`src/rtl/class_score_accumulator.sv`:
```
// class_score_accumulator
// Streaming multiply-accumulate engine producing ten class scores per frame.
// Each accepted beat carries one unsigned feature and ten unsigned weights.
// After NUM_FEAT accepted beats the ten sums are latched into Out_0..Out_9
// with a one-cycle out_valid pulse. They hold until the next frame completes.
module class_score_accumulator #(
  parameter int NUM_FEAT = 784,
  parameter int FEAT_W   = 8,
  parameter int WGT_W    = 8,
  parameter int SCORE_W  = 26
) (
  input  logic                  clk,
  input  logic                  GlobalReset,
  input  logic                  start,
  input  logic                  feat_valid,
  output logic                  feat_ready,
  input  logic [FEAT_W-1:0]     feat,
  input  logic [10*WGT_W-1:0]   weight,
  output logic [SCORE_W-1:0]    Out_0,
  output logic [SCORE_W-1:0]    Out_1,
  output logic [SCORE_W-1:0]    Out_2,
  output logic [SCORE_W-1:0]    Out_3,
  output logic [SCORE_W-1:0]    Out_4,
  output logic [SCORE_W-1:0]    Out_5,
  output logic [SCORE_W-1:0]    Out_6,
  output logic [SCORE_W-1:0]    Out_7,
  output logic [SCORE_W-1:0]    Out_8,
  output logic [SCORE_W-1:0]    Out_9,
  output logic                  out_valid,
  output logic                  busy
);

  localparam int NUM_CLS = 10;
  localparam int PROD_W  = FEAT_W + WGT_W;
  localparam int CNT_W   = (NUM_FEAT > 1) ? $clog2(NUM_FEAT) : 1;
  localparam logic [CNT_W-1:0] CNT_LAST = CNT_W'(NUM_FEAT - 1);

  localparam logic [0:0] ST_IDLE  = 1'b0;
  localparam logic [0:0] ST_ACCUM = 1'b1;

  logic [0:0]         r_state;
  logic [CNT_W-1:0]   r_cnt;
  logic [SCORE_W-1:0] r_acc [NUM_CLS];
  logic [SCORE_W-1:0] r_out [NUM_CLS];
  logic               r_out_valid;

  logic               w_accept;
  logic               w_last;
  logic [PROD_W-1:0]  w_prod [NUM_CLS];
  logic [SCORE_W-1:0] w_sum  [NUM_CLS];

  // Ready only while a frame is open; a start pulse in ACCUM blocks that beat.
  assign busy       = (r_state == ST_ACCUM);
  assign feat_ready = (r_state == ST_ACCUM) && !start;
  assign w_accept   = feat_valid && feat_ready;
  assign w_last     = w_accept && (r_cnt == CNT_LAST);

  // Per-class product (full width) and the running sum it produces; wraps mod 2^SCORE_W.
  always_comb begin
    for (int k = 0; k < NUM_CLS; k++) begin
      w_prod[k] = PROD_W'(feat) * PROD_W'(weight[k*WGT_W +: WGT_W]);
      w_sum[k]  = r_acc[k] + SCORE_W'(w_prod[k]);
    end
  end

  // Frame control: IDLE/ACCUM state and beat counter.
  always_ff @(posedge clk or posedge GlobalReset) begin
    if (GlobalReset) begin
      r_state <= ST_IDLE;
      r_cnt   <= '0;
    end else begin
      case (r_state)
        ST_IDLE: begin
          if (start) begin
            r_state <= ST_ACCUM;
            r_cnt   <= '0;
          end
        end
        ST_ACCUM: begin
          if (start) begin
            r_cnt <= '0;
          end else if (w_accept) begin
            if (w_last) begin
              r_state <= ST_IDLE;
              r_cnt   <= '0;
            end else begin
              r_cnt <= r_cnt + CNT_W'(1);
            end
          end
        end
        default: begin
          r_state <= ST_IDLE;
          r_cnt   <= '0;
        end
      endcase
    end
  end

  // Accumulators: cleared by any start pulse, advanced on every accepted beat.
  always_ff @(posedge clk or posedge GlobalReset) begin
    if (GlobalReset) begin
      for (int k = 0; k < NUM_CLS; k++) r_acc[k] <= '0;
    end else if (start) begin
      for (int k = 0; k < NUM_CLS; k++) r_acc[k] <= '0;
    end else if (w_accept) begin
      for (int k = 0; k < NUM_CLS; k++) r_acc[k] <= w_sum[k];
    end
  end

  // Output registers: latch the completed sums on the final beat only.
  always_ff @(posedge clk or posedge GlobalReset) begin
    if (GlobalReset) begin
      r_out_valid <= 1'b0;
      for (int k = 0; k < NUM_CLS; k++) r_out[k] <= '0;
    end else begin
      r_out_valid <= w_last;
      if (w_last) begin
        for (int k = 0; k < NUM_CLS; k++) r_out[k] <= w_sum[k];
      end
    end
  end

  assign out_valid = r_out_valid;
  assign Out_0 = r_out[0];
  assign Out_1 = r_out[1];
  assign Out_2 = r_out[2];
  assign Out_3 = r_out[3];
  assign Out_4 = r_out[4];
  assign Out_5 = r_out[5];
  assign Out_6 = r_out[6];
  assign Out_7 = r_out[7];
  assign Out_8 = r_out[8];
  assign Out_9 = r_out[9];

endmodule
```
`config.mk`:
```
export PLATFORM = sky130hd
export DESIGN_NAME = class_score_accumulator
export DESIGN_NICKNAME = d
export VERILOG_FILES = /design/src/rtl/class_score_accumulator.sv
export SDC_FILE = /design/constraint.sdc
export NUM_CORES = 2
export LEC_CHECK = 0
export BUFFER_PORTS_ARGS = -buffer_cell sky130_fd_sc_hd__buf_2
export CAP_MARGIN = 25
export CORE_MARGIN = 4
export CORE_UTILIZATION = 44
export CTS_BUF_LIST = sky130_fd_sc_hd__clkbuf_8
export DETAILED_ROUTE_END_ITERATION = 12
export GPL_TIMING_DRIVEN = 0
export HOLD_SLACK_MARGIN = 0.12
export PLACE_DENSITY = 0.62
export SKIP_CTS_REPAIR_TIMING = 1
export SLEW_MARGIN = 15
export SYNTH_ARGS = -nofsm -noshare
export SYNTH_HDL_FRONTEND = slang
export SYNTH_SLANG_ARGS = --single-unit
```
`constraint.sdc`:
```
create_clock -name clk -period 21 [get_ports clk]
set_input_delay 1.05 -clock clk [delete_from_list [all_inputs] [get_ports clk]]
set_output_delay 1.05 -clock clk [all_outputs]
set_load 0.005 [all_outputs]
```
# [After elaboration in Yosys (flattened, before gate mapping)]
# Cells that the tools add are included.
[totals] in_bits=92 elab_cells=66 out_inout_bits=263 register_bits=532
[op_classes] mux=12 bitwise_logic=1 eq_ne=3 n_mul=10 n_reduce_logical=6 addsub=11
[op_table] cell="$mux 260" n=2
[op_table] cell="$add 26x16->26" n=10
[op_table] cell="$mul 8x8->16" n=10
[op_table] cell="$mux 10" n=4
[op_table] cell="$pmux 10 s2" n=1
[op_table] cell="$add 10x1->10 const B" n=1
[op_table] cell="$eq 10x10->1 const B" n=1
[op_table] cell="$mux 1" n=4
[op_table] cell="$logic_and 1x1->1" n=3
[op_table] cell="$ne 3x2->1 const B" n=1
[op_table] cell="$ne 2x2->1 const B" n=1
[op_table] cell="$pmux 1 s2" n=1
[op_table] cell="$reduce_and 2->1" n=1
[op_table] cell="$reduce_bool 2->1" n=1
[op_table] cell="$logic_not 1->1" n=1
[op_table] cell="$not 1->1" n=1

# [Longest topological paths before layout]
[logic_depth] depth_word=8 ltp_mapped=21

# [Least setup slack after synthesis]
# OpenSTA, ideal clock, no wires.
[synth_path] path_type="input to register" startpoint="input feat[7]" endpoint="register r_out, in the netlist Out_0[20]" slack_ps=15194 required_ps=20870 arrival_ps=5676 path_stages=19 path_cell_list="clkbuf_1 > clkbuf_1 > nand2_1 > fa_1 > inv_1 > fa_1 > fa_1 > inv_1 > fa_1 > inv_1 > ha_1 > and2_1 > a311oi_2 > a21oi_1 > or4_4 > a41oi_4 > nor2_1 > xnor2_1 > o21ai_1"
[synth_via] elab_chain_cells=2
[synth_rtl] element="start: declaration" line="17" source="input logic [FEAT_W-1:0] feat,"
[synth_rtl] element="$mul 8x8->16" line="61" source="w_prod[k] = PROD_W'(feat) * PROD_W'(weight[k*WGT_W +: WGT_W]);"
[synth_rtl] element="$add 26x16->26" line="62" source="w_sum[k] = r_acc[k] + SCORE_W'(w_prod[k]);"
[synth_rtl] element="end: declaration" line="44" source="logic [SCORE_W-1:0] r_out [NUM_CLS];"
# No other way between the ends.
# A chain may end at the register's enable or synchronous reset.

# [Worst setup path in the final report]
[layout_path] startpoint="input feat[7]" endpoint="register r_out, in the netlist Out_6[24]"
# Same word-level chain as after synthesis.

==> results.md <==
- Outcome: finished, final reports clean
- Maximum capacitance violations: 0
- Critical path peak fanout: 10
- Vias in the first global route: between 40000 and 50000
- Sequential fraction of the synthesis area: 0.2718
- # nets final: slightly above 7000
- Hold WC Path Type: input pin to async pin
- Total congestion overflow: 0
- Unique masters post-synth: 78
- Fin. max-slew vios: 0
- Ys flop type: dfrtp_1
- Synthesis-stage register bit count: around 530
- Area growth, synth to finish: 13.32%
- Slew headroom: 0.1976
- HPWL Detailed: 139000 um
- Ys Warns: 0
- EDFF count, synth: 0
- Vias per cell: 5.381
- Largest net degree at the start of global routing: 107
- Worst-Margin Slew: 1.204 ns
- Clock Sinks: 532
- First-pass GRT wire length: 267600 um
- Hold slack: 0.3088 ns
- Pwr Density: about 120 nW/um^2
- Max Root-Sink Buffers: 3
- Initial antenna violation count: 48
- Num ports: between 300 and 400
- Final min period: 6.376 ns
- Syn_nets: 6647
- Worst vdd ir: just over 0.00008 V
- Crit path DAT: 7.03 ns
- GPL Wtd Cong: 0.9401
- Worst-path clk slew: 0.06 ns
- Most frequent cells in the layout: 993 x inv_1, 986 x nand2_1, 532 x dfrtp_1, 500 x fa_1, 411 x ha_1
- Pre-CTS setup slack: 13.95 ns
- H-Tree Depth: 3
- Root Driver: clkbuf_8
- Cell count after synthesis: ~5600
- Req. time, crit path: 21.66 ns
- Routed via count: 41520
- Layout cells sized above 1: 0.09810
- Leak: between 20 and 30 nW
- Final setup TNS: 0 ns
- Wire length per cell: 23.45 um
- Fmax: ~160 MHz
- Final hold violation count: 0
- Initial DRC count: 3440
- Global Route Usage Sum: 0.3111
- DIE AREA: 116700 um^2
- Setup slack after layout: between 10 and 15 ns
- Final period util: 0.3036
- Final wirelength: 180900 um
- Drt pass-1 iters: 6
- Setup crit end kind: register
- CTS tree: yes
- Syn avg cell area: just under 9 um^2
- Drt drc: 0
- RSZ-0062 raised after global routing: false
- Critical path startpoint category: input pin
- Setup Skew: 0.05591 ns
- Core Rows: 122
- Most common cell after layout, fill and taps aside: inv_1
- Finish-stage setup viols: 0
- Cell area after synthesis: 48980 um^2
- Fill cells: 10730
- Multi-input logic area: ~31000 um^2
- Async SR Flop Fraction: 1.000
- Register area: between 10000 and 15000 um^2
- Skew-Pair Late Insertion Delay: 0.82 ns
- IO buf count: 330
- CTS Buf Count: 100
- Core area: 110500 um^2
- Die Ht: 341.6 um
- Routed Antenna Nets: 0
- Crit Path Category: input pin to register
- Die span in x: 341.6 um
- Starting Density: 0.4432
==> final timing paths <==
kind	start	to	slack (ns)	cells past startpoint
max	feat[7]	Out_6[24]	14.62	19
max in group asynchronous	GlobalReset	Out_6[1]	19.26	4
max reg2reg	r_acc[59]	Out_7[20]	15.81	17
min	GlobalReset	Out_2[18]	0.31	2
min reg2reg	Out_9[1]	Out_9[1]	0.46	2
min in group clk	Out_9[1]	Out_9[1]	0.46	2
==> state kept, by name, summed over array words and instances (netlist names) <==
signal     cells
Out_0         26
Out_1         26
Out_2         26
Out_3         26
Out_4         26
Out_5         26
Out_6         26
Out_7         26
Out_8         26
Out_9         26
busy           1
out_valid      1
r_acc        260
r_cnt         10
==> kinds of logic after synthesis <==
kind of cell | Yosys count | synth area share
flops | 532 | 0.2718
compound gates | 804 | 0.09984
mux | 7 | 0.001533
xor+xnor | 256 | 0.04578
fa+ha+maj | 911 | 0.3094
simple gates | 1914 | 0.1777
buf+inv | 1220 | 0.09391
==> per-layer routing <==
| metal | vias up | routed length, um | global-route usage |
|---|---|---|---|
| met5 | - | 260 | 0.007917 |
| met4 | 24 | 10940 | 0.1652 |
| met3 | 456 | 20380 | 0.09705 |
| met2 | 1903 | 78950 | 0.4703 |
| met1 | 20500 | 70400 | 0.3996 |
| li1 | 18650 | - | - |
==> cells in the mapped netlist, drive strengths merged (11+ instances only) <==
cell,count,area [um^2]
o21bai,14,108.9
a21o,57,427.9
buf,55,225.2
nand2b,16,100.1
and3,27,168.9
xor2,100,875.8
a211oi,48,365.3
o211ai,21,167.7
inv,973,3652
and2,368,2302
nor4,13,81.33
ha,411,5142
or4,11,86.33
nand2,986,3701
o21a,32,240.2
dfrtp,532,13310
a31oi,22,165.2
a21oi,249,1254
nand4,25,156.4
nor2b,19,118.9
o31ai,14,110.1
nor2,277,1040
xnor2,156,1366
fa,500,10010
clkbuf,191,716.9
o21ai,279,1404
nand3,70,350.3
or3,23,143.9
nor3,59,295.3
==> layout make-up <==
type	instances	area share
Timing Repair Buffer	370	0.04067
Inverter	974	0.06603
Tap cell	1488	0.03355
Clock inverter	56	0.009536
Buffer	246	0.01747
Multi-Input combinational cell	3892	0.5598
Clock buffer	128	0.03174
Antenna cell	30	0.001353
Sequential cell	532	0.2399
==> critical path, stage by stage <==
cell and delay, ns:
clkbuf_1 0.23, clkbuf_1 0.91, nand2_1 0.20, fa_1 0.57, inv_1 0.06, fa_1 0.45
fa_1 0.51, inv_1 0.05, fa_1 0.48, inv_1 0.05, ha_1 0.33, and3_1 0.18
o31ai_1 0.32, a31oi_1 0.12, a211oi_1 0.38, o21ai_1 0.39, nand2_1 0.17, xor2_1 0.44
o21ai_0 0.14
==> report_power, final <==
group          internal, mW  total, mW  leakage [nW]  switching, mW
Sequential             1.12       1.17          7.31         0.0543
Clock                 0.672       1.20          1.25          0.526
Combinational          1.54       4.14          20.5           2.61
Total                  3.33       6.51          29.1           3.19
==> through the flow <==
step           area (um^2)  total power [mW]  utilization  instances
3_3_place_gp         52490             5.206       0.4749       7462
2_1_floorplan        48980             4.100            -       5644
3_5_place_dp         53070             5.263       0.4802       7497
6_report             55500             6.513       0.5022       7716
4_1_cts              55360             6.497       0.5010       7681
5_1_grt              55450             7.081       0.5017       7696
No activity file was read; power rests on OpenSTA's default activity.
